## config.mk

```make
export PLATFORM = sky130hd
export DESIGN_NAME = key_sched_rev_flat
export DESIGN_NICKNAME = d
export VERILOG_FILES = /design/src/rtl/key_sched_rev_pkg.sv /design/src/rtl/key_sched_rev_if.sv /design/src/rtl/key_sched_rev_perm_inv.sv /design/src/rtl/key_sched_rev.sv /design/src/flat_wrapper.sv
export SDC_FILE = /design/constraint.sdc
export NUM_CORES = 1
export LEC_CHECK = 0
export ABC_AREA = 0
export CORE_MARGIN = 4
export CORE_UTILIZATION = 45
export DETAILED_ROUTE_END_ITERATION = 16
export GPL_TIMING_DRIVEN = 0
export PLACE_DENSITY = 0.78
export SKIP_LAST_GASP = 1
export SYNTH_ARGS = -nofsm -noshare
export SYNTH_HDL_FRONTEND = slang
export SYNTH_SLANG_ARGS = --single-unit
```

## constraint.sdc

```tcl
create_clock -name clk -period 5.1 [get_ports clk]
set_clock_uncertainty 0.2 [all_clocks]
set_input_delay 1.02 -clock clk [delete_from_list [all_inputs] [get_ports clk]]
set_output_delay 1.02 -clock clk [all_outputs]
set_load 0.01 [all_outputs]
```

## src/rtl/key_sched_rev_pkg.sv

```systemverilog
// Shared CSA key-schedule definitions: key width, round-index width, FSM states
// and the key permutation source-index table behind both perm directions.
package csa_pkg;

    localparam int CSA_KEY_W = 64;
    localparam int RIDX_W    = 3;

    typedef enum logic [1:0] {
        IDLE,
        EXPAND,
        EMIT
    } ks_state_t;

    // Output bit p of key_perm is taken from input bit PERM_SRC[p].
    localparam logic [5:0] PERM_SRC [CSA_KEY_W] = '{
        6'd45, 6'd50, 6'd55, 6'd60, 6'd1,  6'd6,  6'd11, 6'd16,
        6'd21, 6'd26, 6'd31, 6'd36, 6'd41, 6'd46, 6'd51, 6'd56,
        6'd61, 6'd2,  6'd7,  6'd12, 6'd17, 6'd22, 6'd40, 6'd32,
        6'd37, 6'd42, 6'd47, 6'd52, 6'd57, 6'd62, 6'd3,  6'd8,
        6'd13, 6'd18, 6'd23, 6'd28, 6'd33, 6'd38, 6'd43, 6'd48,
        6'd53, 6'd58, 6'd63, 6'd4,  6'd9,  6'd14, 6'd19, 6'd24,
        6'd29, 6'd34, 6'd39, 6'd44, 6'd49, 6'd54, 6'd59, 6'd0,
        6'd5,  6'd10, 6'd15, 6'd20, 6'd25, 6'd30, 6'd35, 6'd27
    };

    function automatic logic [CSA_KEY_W-1:0] key_perm(input logic [CSA_KEY_W-1:0] x);
        logic [CSA_KEY_W-1:0] y;
        y = '0;
        for (int p = 0; p < CSA_KEY_W; p++) begin
            y[p] = x[PERM_SRC[p]];
        end
        return y;
    endfunction

endpackage

```

## src/rtl/key_sched_rev_if.sv

```systemverilog
// Key-in / round-key-out handshake bundle for key_sched_rev.
interface key_sched_rev_if;
    import csa_pkg::*;

    logic                 i_key_valid;
    logic                 i_key_ready;
    logic [CSA_KEY_W-1:0] i_key;
    logic                 o_rk_valid;
    logic                 o_rk_ready;
    logic [CSA_KEY_W-1:0] o_rk;
    logic [RIDX_W-1:0]    o_rk_idx;
    logic                 o_rk_last;

    modport slave (
        input  i_key_valid, i_key, o_rk_ready,
        output i_key_ready, o_rk_valid, o_rk, o_rk_idx, o_rk_last
    );

    modport master (
        output i_key_valid, i_key, o_rk_ready,
        input  i_key_ready, o_rk_valid, o_rk, o_rk_idx, o_rk_last
    );

endinterface

```

## src/rtl/key_sched_rev_perm_inv.sv

```systemverilog
// Inverse of key_perm, scattering each input bit back to the position
// key_perm gathered it from.
module key_perm_inv
    import csa_pkg::*;
(
    input  logic [CSA_KEY_W-1:0] key_in,
    output logic [CSA_KEY_W-1:0] key_out
);

    always_comb begin
        key_out = '0;
        for (int p = 0; p < CSA_KEY_W; p++) begin
            key_out[PERM_SRC[p]] = key_in[p];
        end
    end

endmodule

```

## src/rtl/key_sched_rev.sv

```systemverilog
// Reverse-order round-key streamer: expands the key forward ROUNDS steps,
// then emits schedule words walking back with the inverse permutation.
module key_sched_rev
    import csa_pkg::*;
#(
    parameter int ROUNDS = 7
)
(
    input  logic            clk,
    input  logic            rst,
    input  logic            i_abort,
    key_sched_rev_if.slave  bus,
    output logic            o_busy
);

    localparam logic [RIDX_W-1:0] LAST_IDX = RIDX_W'(ROUNDS - 1);

    ks_state_t            state;
    logic [CSA_KEY_W-1:0] key_reg;
    logic [CSA_KEY_W-1:0] key_prev;
    logic [RIDX_W-1:0]    cnt;
    logic [RIDX_W-1:0]    idx;
    logic                 rk_valid;

    key_perm_inv u_perm_inv (
        .key_in  (key_reg),
        .key_out (key_prev)
    );

    always_ff @(posedge clk) begin
        if (rst) begin
            state   <= IDLE;
            key_reg <= '0;
            cnt     <= '0;
            idx     <= '0;
        end else if (i_abort) begin
            state <= IDLE;
            cnt   <= '0;
            idx   <= '0;
        end else begin
            case (state)
                IDLE: begin
                    if (bus.i_key_valid) begin
                        key_reg <= bus.i_key;
                        cnt     <= '0;
                        state   <= EXPAND;
                    end
                end
                EXPAND: begin
                    key_reg <= key_perm(key_reg);
                    cnt     <= cnt + 1'b1;
                    if (cnt == LAST_IDX) begin
                        idx   <= '0;
                        state <= EMIT;
                    end
                end
                EMIT: begin
                    if (bus.o_rk_ready) begin
                        if (idx == LAST_IDX) begin
                            idx   <= '0;
                            state <= IDLE;
                        end else begin
                            key_reg <= key_prev;
                            idx     <= idx + 1'b1;
                        end
                    end
                end
                default: state <= IDLE;
            endcase
        end
    end

    // Abort masks both handshakes in its own cycle; word fields read zero when not valid.
    assign rk_valid        = (state == EMIT) && !i_abort;
    assign bus.o_rk_valid  = rk_valid;
    assign bus.o_rk        = rk_valid ? (key_reg ^ {8{5'b0, idx}}) : '0;
    assign bus.o_rk_idx    = rk_valid ? idx : '0;
    assign bus.o_rk_last   = rk_valid && (idx == LAST_IDX);
    assign bus.i_key_ready = (state == IDLE) && !rst && !i_abort;
    assign o_busy          = (state != IDLE);

endmodule
```

## src/flat_wrapper.sv

```systemverilog
// flat-port wrapper written by rule: the top's interface ports become plain ports
module key_sched_rev_flat import csa_pkg::*;
#(
    parameter int ROUNDS = 7
)
  (clk, rst, i_abort, o_busy, bus_i_key_valid, bus_i_key, bus_o_rk_ready, bus_i_key_ready, bus_o_rk_valid, bus_o_rk, bus_o_rk_idx, bus_o_rk_last);
  key_sched_rev_if bus_i ();
  input  logic clk;
  input  logic rst;
  input  logic i_abort;
  output logic o_busy;
  input wire logic [$bits(bus_i.i_key_valid)-1:0] bus_i_key_valid;
  input wire logic [$bits(bus_i.i_key)-1:0] bus_i_key;
  input wire logic [$bits(bus_i.o_rk_ready)-1:0] bus_o_rk_ready;
  output wire logic [$bits(bus_i.i_key_ready)-1:0] bus_i_key_ready;
  output wire logic [$bits(bus_i.o_rk_valid)-1:0] bus_o_rk_valid;
  output wire logic [$bits(bus_i.o_rk)-1:0] bus_o_rk;
  output wire logic [$bits(bus_i.o_rk_idx)-1:0] bus_o_rk_idx;
  output wire logic [$bits(bus_i.o_rk_last)-1:0] bus_o_rk_last;
  assign bus_i.i_key_valid = bus_i_key_valid;
  assign bus_i.i_key = bus_i_key;
  assign bus_i.o_rk_ready = bus_o_rk_ready;
  assign bus_i_key_ready = bus_i.i_key_ready;
  assign bus_o_rk_valid = bus_i.o_rk_valid;
  assign bus_o_rk = bus_i.o_rk;
  assign bus_o_rk_idx = bus_i.o_rk_idx;
  assign bus_o_rk_last = bus_i.o_rk_last;
  key_sched_rev #(.ROUNDS(ROUNDS)) u_core (.clk(clk), .rst(rst), .i_abort(i_abort), .bus(bus_i), .o_busy(o_busy));
endmodule
```

==> results of run 1 <==
[synth_stat cells, drive strengths merged, types with 5 or more instances]
cell type / count / area (sq um)
a21oi: 67 / 335
o211ai: 64 / 480
clkbuf: 35 / 131
nand2: 132 / 495
buf: 28 / 185
nand2b: 6 / 37.5
nor2: 33 / 124
and2: 43 / 269
ha: 6 / 75.1
xnor2: 24 / 210
inv: 5 / 18.8
a22oi: 65 / 488
dfxtp: 72 / 1440
[cell type report]
type | count | area share (%)
multi-input combinational | 461 | 43.0
sequential | 72 | 23.0
buffer | 63 | 5.05
clock inverter | 6 | 1.72
inverter | 5 | 0.300
tap | 133 | 2.66
timing repair buffer | 139 | 22.2
clock buffer | 10 | 2.04
[routing by layer]
metal	global-route usage [%]	share of wire, %	vias up
li1	-	-	2412
met1	40.3	38	2441
met2	51.0	46	386
met3	8.28	12	64
met4	11.9	3.9	0
met5	0	0	-
[tightest hold or removal path, stage by stage, from the launching register on]
cell and delay (ps):
dfxtp_1 330, nand2_1 60, a21oi_1 50
[report_power, final]
part	total [mW]	internal, mW	switching, mW
clock network	0.551	0.324	0.227
registers	0.665	0.600	0.0652
logic	0.298	0.132	0.166
[how the worst min path moves through the flow]
stage	startpoint	end	depth (start not counted)
floorplan	u_core.cnt[0]	u_core.cnt[0]	2
global placement	u_core.cnt[0]	u_core.cnt[0]	2
detailed placement	u_core.cnt[0]	u_core.cnt[0]	2
CTS	u_core.cnt[0]	u_core.cnt[0]	2
global route	u_core.key_reg[46]	u_core.key_reg[46]	2
finish	u_core.cnt[0]	u_core.cnt[0]	2
[cells by family (layout without fill, tap and decap cells)]
group                      after synthesis  after routing  synth area share, %
adders and majority gates                6              6                 1.68
xor gates and xnor gates                24             24                 4.70
AOI/OAI and AO/OA                      205            205                 31.1
buffers and inverters                   68            223                 7.50
and+or+nand+nor                        225            225                 22.6
DFF                                     72             72                 32.2
muxes                                    1              1                0.224
[through the flow]
stage                     utilization [%]  instances  total power [mW]  hold slack [ps]  setup WS [ps]
after floorplan                         -        601             0.819              249           1960
after global placement               62.0        873             0.957              257            539
after detailed placement             62.0        873             0.964              278            526
after CTS                            64.4        889              1.50              287            517
after global routing                 64.4        889              1.56              321            363
final                                64.4        889              1.51              283            464
==> flow_metrics.env, run 1 <==
export IMPL_outcome="complete, no violations"
export IMPL_dpl_hpwl_mm=13.8
export IMPL_power_density_nw_per_um2=242
export IMPL_end_kind="output pin"
export IMPL_ys_ff_latch=72
export IMPL_worstReg2RegStart="u_core.state[0]"
export IMPL_rr_worst_depth=7
export IMPL_cts_buffers=9
export IMPL_rsz0062_at_grt="false"
export IMPL_crit_end="bus_o_rk[61]"
export IMPL_yosys_warnings=0
export IMPL_avgSynthCellArea_sq_um=7.44
export IMPL_io_pins=140
export IMPL_cts_htree_levels=3
export IMPL_cts_tree="yes"
export IMPL_row_count=36
export IMPL_grt_use_total_pct=31.6
export IMPL_slew_headroom_pct=54.0
export IMPL_cp_data_required_time_ps=3880
export IMPL_multi_input_area_sq_um=2690
export IMPL_ir_drop_mv=0.167
export IMPL_syn_to_final_growth_pct=40.1
export IMPL_rrSetupSlack_ps=2780
export IMPL_start_kind="input port"
export IMPL_largest_register_ffs=64
export IMPL_initial_core_util_pct=45.9
export IMPL_ys_seq_area_share_pct=32.2
export IMPL_finalSetupViolCount=0
export IMPL_grt_first_pass_wirelength_mm=28.2
export IMPL_worst_pin_slew_ps=690
export IMPL_die_y_um=108
export IMPL_nets=826
export IMPL_viasPerCell=5.97
export IMPL_ys_flop_type="dfxtp_1"
export IMPL_cp_slowest_cell="clkdlybuf4s50_1"
export IMPL_numPortBuffers=139
export IMPL_fillers=869
export IMPL_max_freq_mhz=216
export IMPL_leakagePower_nw=1.96
export IMPL_critPathKind="input port to output pin"
export IMPL_drive_gt1_share_pct=5.82
export IMPL_synth_edf_count=0
export IMPL_cts_sinks=72
export IMPL_worstPathCellList="clkdlybuf4s50_1 > nand2b_1 > clkbuf_1 > inv_1 > clkbuf_1 > and2_1 > clkdlybuf4s50_1"
export IMPL_worst_path_stages=7
export IMPL_drv_slew=0
export IMPL_layout_commonest_cell="clkdlybuf4s50_1"
export IMPL_antenna_left=0
export IMPL_layout_common_cells="clkdlybuf4s50_1, nand2_1, dfxtp_1"
export IMPL_routed_wl_mm=18.3
export IMPL_path_delay_family="buffers and inverters"
export IMPL_grt_max_degree=13
export IMPL_dpl_cell_area_sq_um=6030
export IMPL_clkTransAtPathRegs_ps=80
export IMPL_netlist_instances=601
export IMPL_maxCapViolations=0
export IMPL_post_route_period_util_pct=90.9
export IMPL_finalHoldViolations=0
export IMPL_grt_pass1_vias=5163
export IMPL_die_area_sq_um=11600
export IMPL_first_iter_violations=414
export IMPL_cp_max_fo=10
export IMPL_cts_hold_repair_buffers=0
export IMPL_timing_critical_path_from="i_abort"
export IMPL_diodes=0
export IMPL_wl_per_cell_um=20.6
export IMPL_setup_tns_final_ps=0
export IMPL_drcViolationCount=0
export IMPL_place_congestion=0.975
export IMPL_r2r_end="u_core.key_reg[47]"
export IMPL_gr_total_overflow=0
export IMPL_clockBufferDepth=2
export IMPL_insertion_delay_ps=350
export IMPL_drt_pass1_iter_count=6
export IMPL_ff_latch_area_sq_um=1440
export IMPL_cts_setup_buffers=0
export IMPL_design_area_sq_um=6260
export IMPL_clock_root_buffer="clkbuf_8"
export IMPL_arrival_ps=3420
export IMPL_critical_path_buf_inv_count=5
export IMPL_synth_area_sq_um=4470
export IMPL_finalCriticalPeriod_ps=4640
export IMPL_synth_cell_types=32
export IMPL_core_sq_um=9730
export IMPL_async_reset_ff_share_pct=0
export IMPL_hold_path_class="flop to flop"
export IMPL_cpPeakStageDelay_ps=510
export IMPL_die_w_um=108
export IMPL_cts_resized=0
export IMPL_antenna_found_initial=0
export IMPL_synth_nets=676
export IMPL_vias=5303
No activity file was read; power rests on OpenSTA's default activity.
==> run 2, diff against run 1 <==
--- a/config.mk
+++ b/config.mk
@@ -7,7 +7,7 @@
 export LEC_CHECK = 0
 export ABC_AREA = 0
 export CORE_MARGIN = 4
-export CORE_UTILIZATION = 45
+export CORE_UTILIZATION = 43
 export DETAILED_ROUTE_END_ITERATION = 16
 export GPL_TIMING_DRIVEN = 0
 export PLACE_DENSITY = 0.78
==> constraint.sdc (replaced) <==
create_clock -name clk -period 4 [get_ports clk]
set_clock_uncertainty 0.2 [all_clocks]
set_input_delay 0.8 -clock clk [delete_from_list [all_inputs] [get_ports clk]]
set_output_delay 0.8 -clock clk [all_outputs]
set_load 0.01 [all_outputs]
==> flow_metrics.env, run 2 (synthesized netlist as in run 1, its figures left out) <==
export IMPL_cts_hold_repair_buffers=0
export IMPL_antenna_left=0
export IMPL_cp_data_required_time_ps=3000
export IMPL_drt_pass1_iter_count=5
export IMPL_cp_max_fo=10
export IMPL_cpPeakStageDelay_ps=560
export IMPL_layout_common_cells="clkdlybuf4s50_1, nand2_1, dfxtp_1"
export IMPL_placedCellCount=873
export IMPL_vias=5312
export IMPL_io_pins=140
export IMPL_cts_htree_levels=3
export IMPL_largest_register_ffs=64
export IMPL_wl_per_cell_um=20.8
export IMPL_viasPerCell=5.98
export IMPL_max_freq_mhz=255
export IMPL_power_density_nw_per_um2=284
export IMPL_cts_tree="yes"
export IMPL_grt_first_pass_wirelength_mm=27.9
export IMPL_syn_to_final_growth_pct=38.7
export IMPL_end_kind="output pin"
export IMPL_nets=825
export IMPL_grt_use_total_pct=30.3
export IMPL_cp_slowest_cell="clkdlybuf4s50_1"
export IMPL_insertion_delay_ps=360
export IMPL_diodes=0
export IMPL_rsz0062_at_grt="false"
export IMPL_core_sq_um=9950
export IMPL_die_w_um=110
export IMPL_layout_commonest_cell="clkdlybuf4s50_1"
export IMPL_routed_wl_mm=18.5
export IMPL_row_count=36
export IMPL_die_area_sq_um=12100
export IMPL_maxCapViolations=0
export IMPL_fin_cells=888
export IMPL_finalHoldViolations=0
export IMPL_drive_gt1_share_pct=6.62
export IMPL_setup_tns_final_ps=0
export IMPL_first_iter_violations=592
export IMPL_post_route_period_util_pct=98.2
export IMPL_clockBufferDepth=2
export IMPL_drv_slew=0
export IMPL_crit_top_cell="clkdlybuf4s50_1"
export IMPL_rrSetupSlack_ps=1640
export IMPL_initial_core_util_pct=44.9
export IMPL_hold_path_class="flop to flop"
export IMPL_critPathKind="input port to output pin"
export IMPL_grt_max_degree=13
export IMPL_design_area_sq_um=6200
export IMPL_slew_headroom_pct=56.3
export IMPL_arrival_ps=2930
export IMPL_die_y_um=110
export IMPL_grt_pass1_vias=5160
export IMPL_start_kind="input port"
export IMPL_leakagePower_nw=1.94
export IMPL_finalSetupViolCount=0
export IMPL_dpl_hpwl_mm=14.0
export IMPL_r2r_end="u_core.key_reg[40]"
export IMPL_crit_end="bus_o_rk[61]"
export IMPL_rr_worst_depth=7
export IMPL_cts_sinks=72
export IMPL_worstReg2RegStart="u_core.state[0]"
export IMPL_finalCriticalPeriod_ps=3930
export IMPL_outcome="complete, no violations"
export IMPL_place_congestion=0.953
export IMPL_clock_root_buffer="clkbuf_8"
export IMPL_dpl_cell_area_sq_um=6030
export IMPL_gr_total_overflow=0
export IMPL_antenna_found_initial=0
export IMPL_drcViolationCount=0
export IMPL_ir_drop_mv=0.192
export IMPL_worstPathCellList="clkdlybuf4s50_1 > nand2b_1 > inv_2 > clkbuf_2 > and2_1 > clkdlybuf4s50_1"
export IMPL_clkTransAtPathRegs_ps=80
export IMPL_worst_pin_slew_ps=656
export IMPL_fin_util_pct=62.3
export IMPL_timing_critical_path_from="i_abort"
export IMPL_numPortBuffers=139
export IMPL_cts_buffers=9
==> run 2: where the power goes <==
group | total (mW) | internal (mW) | switching [mW] | leakage (nW)
registers | 0.848 | 0.765 | 0.0830 | 0.589
clock network | 0.535 | 0.238 | 0.297 | 0.0878
logic | 0.381 | 0.169 | 0.212 | 1.26
total | 1.76 | 1.17 | 0.593 | 1.94
==> run 2: area by class of cell <==
type / instances / area, sq um
Tap cell: 133 / 166
Buffer: 62 / 318
Timing Repair Buffer: 139 / 1390
Fill cell: 909 / 3750
Clock buffer: 10 / 138
Inverter: 5 / 18.8
Multi-Input combinational cell: 461 / 2690
Clock inverter: 6 / 35.0
Sequential cell: 72 / 1440
==> run 2: worst max-delay path, delay by kind of cell <==
| kind | cells | cell delay [ps] |
|---|---|---|
| and+or+nand+nor | 2 | 580 |
| buffers and inverters | 4 | 1550 |
==> run 2: worst min-delay path by stage <==
stage                          to  slack (ps)  depth (start not counted)           from
floorplan           u_core.cnt[0]         250                          2  u_core.cnt[0]
global placement    u_core.cnt[0]         260                          2  u_core.cnt[0]
detailed placement  u_core.cnt[0]         280                          2  u_core.cnt[0]
CTS                 u_core.cnt[0]         290                          2  u_core.cnt[0]
global route        u_core.cnt[0]         320                          2  u_core.cnt[0]
finish              u_core.cnt[0]         290                          2  u_core.cnt[0]
==> run 2: what timing repair did <==
action,in CTS,in global routing
setup endpoints to repair,39,15
gates resized for setup,3,4
buffers inserted,0,0
==> run 2: routing by layer <==
metal,up-vias,global-route usage (%),wire [um]
met5,-,0,0
met4,0,14.6,994
met3,84,6.05,2310
met2,402,46.8,8210
met1,2420,40.3,6990
li1,2406,-,-
==> run 2: per-stage QoR <==
step                setup WS [ps]  hold WS (ps)  total power [mW]
floorplan                    1300           249              1.04
global placement             -152           258              1.22
detailed placement           -124           280              1.23
CTS                          23.8           291              1.74
global route                 34.3           320              1.82
finish                       72.7           291              1.76
==> run 3, diff against run 2 <==
--- a/config.mk
+++ b/config.mk
@@ -6,6 +6,7 @@
 export NUM_CORES = 1
 export LEC_CHECK = 0
 export ABC_AREA = 0
+export CAP_MARGIN = 0
 export CORE_MARGIN = 4
 export CORE_UTILIZATION = 43
 export DETAILED_ROUTE_END_ITERATION = 16
==> results of run 3 <==
The final DEF is identical to that of run 2; final timing and power are the same.
